--- config.mk ---
export PLATFORM = sky130hd
export DESIGN_NAME = repeated_sub_divider
export DESIGN_NICKNAME = d
export VERILOG_FILES = /design/src/rtl/repeated_sub_divider.sv
export SDC_FILE = /design/constraint.sdc
export NUM_CORES = 1
export LEC_CHECK = 0
export ABC_AREA = 1
export BUFFER_PORTS_ARGS = -buffer_cell sky130_fd_sc_hd__buf_2
export CAP_MARGIN = 20
export CELL_PAD_IN_SITES_DETAIL_PLACEMENT = 0
export CELL_PAD_IN_SITES_GLOBAL_PLACEMENT = 1
export CORE_ASPECT_RATIO = 1.25
export CORE_MARGIN = 3
export CORE_UTILIZATION = 35
export DETAILED_ROUTE_END_ITERATION = 7
export GPL_ROUTABILITY_DRIVEN = 0
export HOLD_SLACK_MARGIN = 0.15
export PLACE_DENSITY = 0.78
export SETUP_SLACK_MARGIN = 0.2
export SYNTH_ARGS = -nofsm -noshare
export SYNTH_HDL_FRONTEND = slang
export SYNTH_SLANG_ARGS = --single-unit
export TNS_END_PERCENT = 30
--- constraint.sdc ---
create_clock -name clk -period 6.3 [get_ports clk]
set_input_delay 1.26 -clock clk [delete_from_list [all_inputs] [get_ports clk]]
set_output_delay 1.26 -clock clk [all_outputs]
set_load 0.01 [all_outputs]
--- src/rtl/repeated_sub_divider.sv ---
// repeated_sub_divider
//   Unsigned divider built from repeated subtraction. The dividend and the
//   divisor arrive one after the other on a shared operand bus. The divisor
//   is subtracted from a working remainder once per clock until the remainder
//   is smaller than the divisor. The number of subtractions is the quotient.
//
// Ports
//   clk          single clock, all state changes on the rising edge
//   rst          synchronous active-high reset, takes priority over start
//   start        begins an operation, only looked at in IDLE and DONE
//   data_in      operand bus: dividend in the LDA cycle, divisor in LDB
//   quotient     registered quotient
//   remainder    registered remainder (this is the working register)
//   busy         high while in LDA, LDB or SUB
//   done         high in DONE only
//   div_by_zero  high in DONE when the captured divisor was zero
module repeated_sub_divider #(
  parameter int W = 16
) (
  input  logic         clk,
  input  logic         rst,
  input  logic         start,
  input  logic [W-1:0] data_in,
  output logic [W-1:0] quotient,
  output logic [W-1:0] remainder,
  output logic         busy,
  output logic         done,
  output logic         div_by_zero
);

  // One-hot encoding: exactly one bit is set in any legal state. Any other
  // pattern goes to the default branch and returns to IDLE.
  typedef enum logic [4:0] {
    S_IDLE = 5'b00001,
    S_LDA  = 5'b00010,
    S_LDB  = 5'b00100,
    S_SUB  = 5'b01000,
    S_DONE = 5'b10000
  } state_t;

  state_t         state_r;
  state_t         next_state_s;
  logic [W-1:0]   quotient_r;
  logic [W-1:0]   remainder_r;
  logic [W-1:0]   divisor_r;
  logic           dbz_flag_r;
  logic           busy_r;
  logic           done_r;
  logic           dbz_out_r;

  logic           data_zero_s;
  logic           rem_ge_div_s;
  logic           dbz_next_s;

  // Busy decode for a state. Used to register busy from the next state.
  function automatic logic state_busy(input state_t s);
    case (s)
      S_LDA, S_LDB, S_SUB: state_busy = 1'b1;
      default:             state_busy = 1'b0;
    endcase
  endfunction

  // Next-state selection plus the compare and flag terms used by the datapath.
  always_comb begin
    next_state_s = S_IDLE;
    data_zero_s  = (data_in == {W{1'b0}});
    rem_ge_div_s = (remainder_r >= divisor_r);
    // The flag that DONE will report: fresh from the bus when leaving LDB,
    // otherwise the value captured at the last LDB.
    if (state_r == S_LDB) begin
      dbz_next_s = data_zero_s;
    end else begin
      dbz_next_s = dbz_flag_r;
    end

    case (state_r)
      S_IDLE: begin
        if (start) begin
          next_state_s = S_LDA;
        end else begin
          next_state_s = S_IDLE;
        end
      end
      S_LDA: begin
        next_state_s = S_LDB;
      end
      S_LDB: begin
        if (data_zero_s) begin
          next_state_s = S_DONE;
        end else begin
          next_state_s = S_SUB;
        end
      end
      S_SUB: begin
        if (rem_ge_div_s) begin
          next_state_s = S_SUB;
        end else begin
          next_state_s = S_DONE;
        end
      end
      S_DONE: begin
        if (start) begin
          next_state_s = S_LDA;
        end else begin
          next_state_s = S_DONE;
        end
      end
      default: begin
        next_state_s = S_IDLE;
      end
    endcase
  end

  // State register and status outputs, registered from the next state so
  // they line up with the state they describe.
  always_ff @(posedge clk) begin
    if (rst) begin
      state_r   <= S_IDLE;
      busy_r    <= 1'b0;
      done_r    <= 1'b0;
      dbz_out_r <= 1'b0;
    end else begin
      state_r   <= next_state_s;
      busy_r    <= state_busy(next_state_s);
      done_r    <= (next_state_s == S_DONE);
      dbz_out_r <= (next_state_s == S_DONE) && dbz_next_s;
    end
  end

  // Operand capture and the subtract/count step.
  always_ff @(posedge clk) begin
    if (rst) begin
      quotient_r  <= {W{1'b0}};
      remainder_r <= {W{1'b0}};
      divisor_r   <= {W{1'b0}};
      dbz_flag_r  <= 1'b0;
    end else begin
      case (state_r)
        S_LDA: begin
          remainder_r <= data_in;
        end
        S_LDB: begin
          divisor_r  <= data_in;
          quotient_r <= {W{1'b0}};
          dbz_flag_r <= data_zero_s;
        end
        S_SUB: begin
          // The divisor is nonzero here, so the quotient cannot pass
          // 2^W-1 and the subtraction cannot underflow.
          if (rem_ge_div_s) begin
            remainder_r <= remainder_r - divisor_r;
            quotient_r  <= quotient_r + {{(W-1){1'b0}}, 1'b1};
          end else begin
            remainder_r <= remainder_r;
            quotient_r  <= quotient_r;
          end
        end
        default: begin
          remainder_r <= remainder_r;
          quotient_r  <= quotient_r;
          divisor_r   <= divisor_r;
          dbz_flag_r  <= dbz_flag_r;
        end
      endcase
    end
  end

  assign quotient    = quotient_r;
  assign remainder   = remainder_r;
  assign busy        = busy_r;
  assign done        = done_r;
  assign div_by_zero = dbz_out_r;

endmodule

==> summary.md <==
| Metric | Value |
|---|---|
| Result of the run | `complete, no violations` |
| GR Overflow Total | `0` |
| Sequential fraction of the synthesis area | `0.297` |
| FF-to-FF path depth | `13` |
| Leak | `around 2.1 nW` |
| PnR Total Power | `between 0.9 and 1 mW` |
| IO buf count | `53` |
| Largest net degree at the start of global routing | `36` |
| Slowest-stage cell, CP | `inv_1` |
| Initial DRT Pass Iterations | `4` |
| Max FO, Critical Path | `31` |
| Hold crit path type | `flip-flop to flip-flop` |
| Worst-Skew Late Latency | `between 0.3 and 0.4 ns` |
| CP arrival | `around 2.7 ns` |
| Peak VDD IR | `0.126 mV` |
| Post-Syn Instances | `between 500 and 600` |
| CP Class | `input pin to flip-flop` |
| Starting Density | `0.360` |
| Register bit count reported by yosys | `57` |
| WHS Path Cells | `2` |
| Final hold vios | `0` |
| Fraction of layout cells with a size suffix above 1 | `0.192` |
| CTS root buf | `clkbuf_16` |
| Crit path required time | `about 6.5 ns` |
| Crit path buf inv count | `2` |
| Max Cap Violations | `0` |
| Largest stage delay, worst path | `just under 0.6 ns` |
| Area fraction of the dominant cell type after synthesis | `0.297` |
| CP startpoint kind | `input pin` |
| Number of post-CTS setup repair buffers | `0` |
| Avg WL per Cell | `between 10 and 15 um` |
| 1st-iter DRT viols | `~200` |
| # diodes | `0` |
| Crit path cell chain | `buf_2 > inv_1 > o21ai_0 > a21oi_1` |
| Leading post-synthesis cells by cell area | `dfxtp_1 (30%), nand2_1 (14%), inv_1 (7.8%)` |
| Slack of the critical path | `around 3.8 ns` |
| Min Tclk post-route | `2.47 ns` |
| Critical R2R Launch | `remainder[0]` |
| Syn Nets | `617` |
| Max-Slew Margin vs Limit | `0.428` |
| PwrDens | `between 200 and 250 nW/um2` |
| Pins Over Slew Limit | `0` |
| Routed wire length | `roughly 10000 um` |
| Die height | `roughly 120 um` |
| Ys Warns | `0` |
| Vias in the first global route | `between 3k and 4k` |
| Via count | `about 3.7k` |
| First-pass GRT wire length | `between 15000 and 20000 um` |
| Total die area | `around 12000 um2` |
| Clock-pin slew on the worst setup and hold paths | `roughly 0.05 ns` |
| # resized after CTS | `0` |
| CTS H-tree depth | `3` |
| CTS tree | `built` |
| P&R area growth vs syn | `15.1%` |
| Cell area after synthesis | `3840 um2` |
| # IOs | `54` |
| Final ANT Viol Nets | `0` |
| Unrepaired setup endpoints after global routing | `no` |
| RR Endpoint | `remainder[0]` |
| Core footprint | `~11000 um2` |
| Worst Max-Slew Pin Slew | `roughly 0.86 ns` |
| Crit path max-delay family | `buffers and inverters` |
| CTS sink count | `57` |
| Final setup viols | `0` |
| Yosys top cell by area | `dfxtp_1` |
| Cell variety after synth | `37` |
| # rows | `42` |
| Clock Skew | `approximately 0.0066 ns` |
| Post-detail-place hpwl | `roughly 7700 um` |
| Setup TNS | `0 ns` |
| Period Utilization, post-route | `0.392` |
| Synth Area per Inst | `roughly 6.6 um2` |
| Gr usage total | `0.175` |
| CTS Hold Bufs | `0` |
| F_max | `between 0.4 and 0.5 GHz` |
| CTS Buffer Depth | `2` |
| CTS buffer count | `9` |
| WHS Endpoint | `divisor_r[12]` |
| Core Util, Final | `0.415` |
| Hold wc startpoint | `divisor_r[12]` |
| DR DRC count | `0` |
| Setup WS pre-CTS | `3.49 ns` |
| Initial antenna violation count | `1` |
| Via density | `~4.8` |
| Worst Setup End Kind | `flip-flop` |
| Reg2reg setup slack | `between 3 and 4 ns` |
| Nets@finish | `between 600 and 700` |
| Die W | `99.7 um` |
-- cell usage after synthesis (all sizes together) --
library cell / instances
xor2: 17
nor3: 9
ha: 17
fa: 1
nand2: 169
clkbuf: 10
xnor2: 1
o211ai: 1
or2: 1
o21ai: 35
inv: 84
nor3b: 2
o221ai: 1
and3: 1
nor4: 1
a21oi: 49
buf: 8
nor2: 69
dfxtp: 57
nand2b: 1
nand3: 39
nand4: 7
-- power breakdown --
part           internal (mW)  leakage [nW]  switching [mW]
logic                 0.0637          1.51           0.120
registers              0.368         0.460         0.00493
clock network          0.272         0.128           0.159
-- layout make-up --
cell class,instances,area [um2]
clock buffer,12,246
multi-input combinational,421,2260
sequential,57,1140
clock inverter,3,17.5
timing repair buffer,54,273
tap,132,165
fill,1181,6240
inverter,84,315
-- stage by stage --
step           std cells  hold WS (ns)  instance area [um2]
4_1_cts              763         0.467                 4420
6_report             763         0.461                 4420
3_5_place_dp         748         0.459                 4160
2_1_floorplan        580         0.433                 3840
3_3_place_gp         748         0.454                 4160
5_1_grt              763         0.487                 4420
-- placed cells by master, fill, tap and decap left out, types with 2 or more instances in the layout --
| cell type | n |
|---|---|
| buf_2 | 53 |
| nor2_4 | 2 |
| a21oi_2 | 16 |
| nand3_1 | 34 |
| clkbuf_16 | 9 |
| ha_1 | 17 |
| xor2_1 | 17 |
| dfxtp_1 | 57 |
| nor2_1 | 66 |
| nand2_2 | 16 |
| clkinv_2 | 2 |
| nand2_4 | 5 |
| clkbuf_1 | 2 |
| nand2_1 | 148 |
| o21ai_0 | 34 |
| inv_1 | 80 |
| nor3b_1 | 2 |
| nand4_1 | 6 |
| a21oi_1 | 32 |
| inv_2 | 4 |
| nor3_1 | 8 |
| nand3_2 | 4 |
-- worst reg2reg max path: stages (launching register included) --
cell,delay (ns)
dfxtp_1,0.32
inv_1,0.06
ha_1,0.23
fa_1,0.43
inv_1,0.09
nand3_1,0.12
nand2_4,0.12
nand2_2,0.06
nand3_2,0.06
nand2_2,0.08
nand3_1,0.11
nand2_1,0.30
o21ai_0,0.25
a21oi_1,0.06
-- logic make-up after synthesis --
family | count (synthesis) | share of synthesized area
AND/OR/NAND/NOR | 299 | 0.355
adder cells (fa/ha/maj) | 18 | 0.0606
XOR/XNOR | 18 | 0.0410
AO/OA/AOI/OAI | 86 | 0.133
flip-flops | 57 | 0.297
buffers and inverters | 102 | 0.114
-- worst max path at each step --
stage               start             to  slack, ns  cells past startpoint
CTS                   rst  divisor_r[13]       3.83                      4
floorplan             rst   quotient[15]       4.14                      3
global route          rst  divisor_r[14]       3.67                      4
global placement      rst   divisor_r[2]       3.54                      4
detailed placement    rst  divisor_r[13]       3.49                      4
finish                rst  divisor_r[13]       3.83                      4
-- state kept, by name (all words and copies together), names as in the netlist --
register,count
quotient,16
remainder,16
dbz_flag_r,1
busy,1
div_by_zero,1
done,1
divisor_r,16
state_r,5
-- layer usage --
layer,part of all wire,global-route usage
met5,0.00089,0
met4,0.019,0.0769
met3,0.036,0.0378
met2,0.49,0.298
met1,0.45,0.213
Note: power is estimated with default switching activity, not from simulation.
